**config.mk**
```make
export PLATFORM = sky130hd
export DESIGN_NAME = spi_reg_arbiter_flat
export DESIGN_NICKNAME = d
export VERILOG_FILES = /design/src/rtl/spi_reg_arbiter_if.sv /design/src/rtl/spi_reg_arbiter.sv /design/src/flat_wrapper.sv
export SDC_FILE = /design/constraint.sdc
export NUM_CORES = 1
export LEC_CHECK = 0
export CORE_MARGIN = 4
export CORE_UTILIZATION = 50
export CTS_BUF_LIST = sky130_fd_sc_hd__clkbuf_8 sky130_fd_sc_hd__clkbuf_16
export DETAILED_ROUTE_END_ITERATION = 10
export DONT_BUFFER_PORTS = 1
export GPL_TIMING_DRIVEN = 0
export PLACE_DENSITY = 0.63
export SYNTH_ARGS = -nofsm -noshare
export SYNTH_HDL_FRONTEND = slang
export SYNTH_SLANG_ARGS = --single-unit
```
**constraint.sdc**
```tcl
create_clock -name clk_in -period 3.5 [get_ports clk_in]
set_input_delay 0.7 -clock clk_in [delete_from_list [all_inputs] [get_ports clk_in]]
set_output_delay 0.7 -clock clk_in [all_outputs]
set_load 0.02 [all_outputs]
```
**src/rtl/spi_reg_arbiter_if.sv**
```systemverilog
`default_nettype none
// ============================================================================
// Module   : spi_reg_arbiter_if
// Brief    : Requester-side bus of the two-port SPI register arbiter.
// Revision : 1.0 - initial release
// ============================================================================
interface spi_reg_arbiter_if;
    logic [1:0]  req_in;
    logic [9:0]  reg_in;
    logic [1:0]  wr_in;
    logic [15:0] wdata_in;
    logic [1:0]  grant_out;
    logic [1:0]  done_out;
    logic [7:0]  rdata_out;
    logic        busy_out;
    logic [7:0]  status_out;

    modport master (
        output req_in, reg_in, wr_in, wdata_in,
        input  grant_out, done_out, rdata_out, busy_out, status_out
    );

    modport slave (
        input  req_in, reg_in, wr_in, wdata_in,
        output grant_out, done_out, rdata_out, busy_out, status_out
    );
endinterface
`default_nettype wire

```
**src/rtl/spi_reg_arbiter.sv**
```systemverilog
`default_nettype none
// ============================================================================
// Module   : spi_reg_arbiter
// Brief    : Round-robin arbiter of two requesters onto one 16-bit SPI
//            register access to a MAX3421E. Define SPI_ARB_STATUS_EN to
//            capture the chip status byte on status_out.
// Revision : 1.0 - initial release
// ============================================================================
module spi_reg_arbiter #(
    parameter int CLK_DIV    = 4,
    parameter int GAP_CYCLES = 10
) (
    input  logic              clk_in,
    input  logic              rst_in,
    spi_reg_arbiter_if.slave  bus,
    output logic              ss_out,
    output logic              sclk_out,
    output logic              mosi_out,
    input  logic              miso_in
);

    localparam logic [7:0] c_DIV_LAST = 8'(CLK_DIV - 1);
    localparam logic [9:0] c_GAP_LAST = 10'(GAP_CYCLES - 1);
`ifdef SPI_ARB_STATUS_EN
    localparam int         c_RX_W     = 16;
`else
    localparam int         c_RX_W     = 8;
`endif

    typedef enum logic [1:0] {
        S_IDLE  = 2'd0,
        S_SHIFT = 2'd1,
        S_END   = 2'd2,
        S_GAP   = 2'd3
    } state_t;

    state_t              r_state;
    logic [7:0]          r_div;
    logic [3:0]          r_bit;
    logic [9:0]          r_gap;
    logic [15:0]         r_tx;
    logic [c_RX_W-1:0]   r_rx;
    logic                r_last;
    logic [1:0]          r_grant;
    logic [1:0]          r_done;
    logic [7:0]          r_rdata;
    logic                r_busy;
    logic                r_ss;
    logic                r_sclk;
    logic                r_mosi;

    logic                w_win;
    logic [4:0]          w_reg;
    logic                w_wr;
    logic [7:0]          w_wdata;
    logic [15:0]         w_frame;

    // Both requesting: serve the one not served last; otherwise the sole requester.
    always_comb begin
        w_win = 1'b0;
        if (bus.req_in == 2'b11) begin
            w_win = ~r_last;
        end else begin
            w_win = bus.req_in[1];
        end
    end

    assign w_reg   = w_win ? bus.reg_in[9:5]    : bus.reg_in[4:0];
    assign w_wr    = w_win ? bus.wr_in[1]       : bus.wr_in[0];
    assign w_wdata = w_win ? bus.wdata_in[15:8] : bus.wdata_in[7:0];
    assign w_frame = {w_reg, 1'b0, w_wr, 1'b0, (w_wr ? w_wdata : 8'h00)};

    always_ff @(posedge clk_in) begin
        if (rst_in) begin
            r_state <= S_IDLE;
            r_div   <= '0;
            r_bit   <= '0;
            r_gap   <= '0;
            r_tx    <= '0;
            r_rx    <= '0;
            r_last  <= 1'b1;
            r_grant <= 2'b00;
            r_done  <= 2'b00;
            r_rdata <= 8'h00;
            r_busy  <= 1'b0;
            r_ss    <= 1'b1;
            r_sclk  <= 1'b0;
            r_mosi  <= 1'b0;
        end else begin
            case (r_state)
                S_IDLE: begin
                    if (bus.req_in != 2'b00) begin
                        r_state <= S_SHIFT;
                        r_last  <= w_win;
                        r_grant <= w_win ? 2'b10 : 2'b01;
                        r_tx    <= w_frame;
                        r_mosi  <= w_frame[15];
                        r_ss    <= 1'b0;
                        r_sclk  <= 1'b0;
                        r_busy  <= 1'b1;
                        r_div   <= '0;
                        r_bit   <= 4'd15;
                    end
                end
                S_SHIFT: begin
                    if (r_div == c_DIV_LAST) begin
                        r_div <= '0;
                        if (!r_sclk) begin
                            r_sclk <= 1'b1;
                            r_rx   <= {r_rx[c_RX_W-2:0], miso_in};
                        end else begin
                            r_sclk <= 1'b0;
                            if (r_bit == 4'd0) begin
                                r_state <= S_END;
                                r_ss    <= 1'b1;
                                r_mosi  <= 1'b0;
                                r_done  <= r_grant;
                                r_grant <= 2'b00;
                                r_rdata <= r_rx[7:0];
                            end else begin
                                // Next bit goes out on the falling SCLK edge.
                                r_bit  <= r_bit - 4'd1;
                                r_mosi <= r_tx[14];
                                r_tx   <= {r_tx[14:0], 1'b0};
                            end
                        end
                    end else begin
                        r_div <= r_div + 8'd1;
                    end
                end
                S_END: begin
                    r_done  <= 2'b00;
                    r_gap   <= '0;
                    r_state <= S_GAP;
                end
                S_GAP: begin
                    if (r_gap == c_GAP_LAST) begin
                        r_state <= S_IDLE;
                        r_busy  <= 1'b0;
                    end else begin
                        r_gap <= r_gap + 10'd1;
                    end
                end
                default: r_state <= S_IDLE;
            endcase
        end
    end

`ifdef SPI_ARB_STATUS_EN
    logic [7:0] r_status;

    // The status byte is the first MISO byte, left in the upper half of r_rx.
    always_ff @(posedge clk_in) begin
        if (rst_in) begin
            r_status <= 8'h00;
        end else if (r_state == S_SHIFT && r_div == c_DIV_LAST && r_sclk && r_bit == 4'd0) begin
            r_status <= r_rx[15:8];
        end
    end

    assign bus.status_out = r_status;
`else
    assign bus.status_out = 8'h00;
`endif

    assign bus.grant_out = r_grant;
    assign bus.done_out  = r_done;
    assign bus.rdata_out = r_rdata;
    assign bus.busy_out  = r_busy;
    assign ss_out        = r_ss;
    assign sclk_out      = r_sclk;
    assign mosi_out      = r_mosi;

endmodule
`default_nettype wire

```
**src/flat_wrapper.sv**
```systemverilog
// flat-port wrapper written by rule: the top's interface ports become plain ports
module spi_reg_arbiter_flat 
#(
    parameter int CLK_DIV    = 4,
    parameter int GAP_CYCLES = 10
)
  (clk_in, rst_in, ss_out, sclk_out, mosi_out, miso_in, bus_req_in, bus_reg_in, bus_wr_in, bus_wdata_in, bus_grant_out, bus_done_out, bus_rdata_out, bus_busy_out, bus_status_out);
  spi_reg_arbiter_if bus_i ();
  input  logic clk_in;
  input  logic rst_in;
  output logic ss_out;
  output logic sclk_out;
  output logic mosi_out;
  input  logic miso_in;
  input wire logic [$bits(bus_i.req_in)-1:0] bus_req_in;
  input wire logic [$bits(bus_i.reg_in)-1:0] bus_reg_in;
  input wire logic [$bits(bus_i.wr_in)-1:0] bus_wr_in;
  input wire logic [$bits(bus_i.wdata_in)-1:0] bus_wdata_in;
  output wire logic [$bits(bus_i.grant_out)-1:0] bus_grant_out;
  output wire logic [$bits(bus_i.done_out)-1:0] bus_done_out;
  output wire logic [$bits(bus_i.rdata_out)-1:0] bus_rdata_out;
  output wire logic [$bits(bus_i.busy_out)-1:0] bus_busy_out;
  output wire logic [$bits(bus_i.status_out)-1:0] bus_status_out;
  assign bus_i.req_in = bus_req_in;
  assign bus_i.reg_in = bus_reg_in;
  assign bus_i.wr_in = bus_wr_in;
  assign bus_i.wdata_in = bus_wdata_in;
  assign bus_grant_out = bus_i.grant_out;
  assign bus_done_out = bus_i.done_out;
  assign bus_rdata_out = bus_i.rdata_out;
  assign bus_busy_out = bus_i.busy_out;
  assign bus_status_out = bus_i.status_out;
  spi_reg_arbiter #(.CLK_DIV(CLK_DIV), .GAP_CYCLES(GAP_CYCLES)) u_core (.clk_in(clk_in), .rst_in(rst_in), .bus(bus_i), .ss_out(ss_out), .sclk_out(sclk_out), .mosi_out(mosi_out), .miso_in(miso_in));
endmodule
```
==> metrics <==
status finished, final reports clean; Setup TNS Final 0 ps; Yosys top cell area share 0.388; critical path startpoint category register; Most Used Layer, Global Route met2; cell area after synthesis 3300 um2; syn avg cell area 9.29 um2; Post-DP Area 3420 um2; vias in the first global route 2,549; final hold vios 0; drt total wl 7.45 mm; EDFF count, synth 0; Max Slew Vio Count 0; FILL cells 596; Post-synth ARST share 0; via count 2,669; met2 usage 0.314; Die ar. 7960 um2; initial antenna violation count 0; Layout Skew 10.1 ps; max cap viols 0; DR WL/cell 16.4 um; Design Area, Final 3640 um2; Primary FF master, synth dfxtp_1; H-tree levels 3; post-CTS sizing 0; GR Util All Layers 0.200; final setup fails 0; RSZ-0062 raised after global routing false; top cells by count, synth dfxtp_1, nor2_1, a21oi_1, mux2i_1; core box area 6390 um2; diode count 0; root buf cell clkbuf_8; first-pass GRT wire length 12.4 mm; Die Y 89.2 um; required time of the critical path 3770 ps; share of layout cells above drive strength 1 0.180; maximum clock frequency 442 MHz; register area 1280 um2; sequential area share after synthesis 0.388; worst-case clock buffer depth 2; footprint of the multi-input gates 1810 um2; met1 Use GR 0.259; pwr dens 704 nW/um2; largest net degree at the start of global routing 13; post-route setup slack 1240 ps; Post-route DRC 0; Rel. slew slack 0.475; synthesized instance count 355; drt first-iter violations 170; Hold Path Class register to register; GP Congestion 0.805; clock-pin transition on the worst setup and hold timing paths 80 ps; Hold Crit Depth 2; Worst VDD drop 0.000442 V; Die W 89.2 um; top post-synthesis cells by area dfxtp_1, mux2i_1, mux2_2; most frequent cell after synthesis dfxtp_1; CP endpoint kind register; hpwl dp 5.22 mm; Final #Nets 414; critical path class register to register; period utilisation layout 0.646; total gr overflow 0; Final min period 2260 ps; CTS tree done; Place WS 1180 ps; I/O pins 57; Netlist cell types 55; Seq cells post-synth 64; Area Overhead vs Synth 10.4%; Crit Path Max Fanout 9; FP Rows 29; total clock sinks 64; clk_lat worst skew 340 ps; leading area contributor after synthesis dfxtp_1; Data arrival, critical path 2530 ps; Lkg Pwr 1.48 nW; FF-to-FF path depth 6; worst hold slack 469 ps; Ys Warns 0; Worst-Margin Slew 765 ps; Detailed Routing Iterations Pass 1 4; grt met3 use 0.0664; initial core utilization 0.516; Vias/cell 5.87; Setup Buffers After CTS 0; # hold bufs at CTS 0; port bufs 0; Routed Antenna Nets 0; Num CTS Buffers 9
## power by group
group | internal [W] | leakage [nW] | total (W) | switching (W)
clock | 0.000402 | 0.110 | 0.000696 | 0.000294
sequential | 0.000847 | 0.521 | 0.000957 | 0.000110
combinational | 0.000362 | 0.849 | 0.000910 | 0.000548
total | 0.00161 | 1.48 | 0.00256 | 0.000953
## registers in the layout (all words and copies together), names as in the netlist
register              flops
u_core.r_div              8
u_core.bus.rdata_out      8
u_core.bus.busy_out       1
u_core.r_rx               8
u_core.r_gap             10
u_core.r_state            2
u_core.bus.done_out       2
u_core.ss_out             1
u_core.r_last             1
u_core.r_tx              15
u_core.bus.grant_out      2
u_core.mosi_out           1
u_core.r_bit              4
u_core.sclk_out           1
## through the flow
| step | util | std cells | power (W) |
|---|---|---|---|
| after floorplan | - | 362 | 0.00166 |
| after global placement | 0.536 | 439 | 0.00185 |
| final | 0.570 | 455 | 0.00256 |
| after global routing | 0.570 | 455 | 0.00274 |
| after detailed placement | 0.536 | 439 | 0.00187 |
| after CTS | 0.570 | 455 | 0.00257 |
## path summary, 6_finish.rpt
check,slack [ps],from,to
max,1240,u_core.r_state[0],u_core.r_div[2]
min,470,u_core.r_tx[9],u_core.r_tx[10]
min reg2reg,470,u_core.r_tx[9],u_core.r_tx[10]
max reg2reg,1240,u_core.r_state[0],u_core.r_div[2]
## layer usage
layer | routed length [um] | vias to the layer above
met3 | 547 | 11
met2 | 3430 | 72
li1 | - | 1330
met4 | 104 | 0
met5 | 0 | -
met1 | 3370 | 1256
## critical path: stages, from the launching register on
cell and delay (ps):
dfxtp_1 330, inv_1 110, ha_1 310, or3b_2 500, o21ai_0 290, o21ai_0 460
nor2_1 190
## layout by cell type (no fill, tap or decap), drive strengths merged, types with 8 or more instances in the layout
master and count:
nor3 8, mux2i 24, mux2 14, inv 11, nand4 10, nand2 14
clkbuf 20, a21oi 24, a211oi 12, buf 15, ha 8, dfxtp 64
a22oi 9, nand3 13, o21ai 12, conb 8, nor2 33
## layout make-up
| type | count | area share |
|---|---|---|
| Multi-Input combinational cell | 262 | 0.498 |
| Sequential cell | 64 | 0.352 |
| Buffer | 26 | 0.0533 |
| Clock buffer | 9 | 0.0340 |
| Tap cell | 77 | 0.0265 |
| Clock inverter | 7 | 0.0261 |
| Inverter | 10 | 0.0103 |
## logic make-up after synthesis
kind of cell    synth area share
simple gates               0.195
other cells              0.00114
buf+inv                   0.0702
flops                      0.388
xor+xnor                  0.0159
compound gates             0.178
mux                        0.121
fa+ha+maj                 0.0304
No activity file was read; power rests on OpenSTA's default activity.
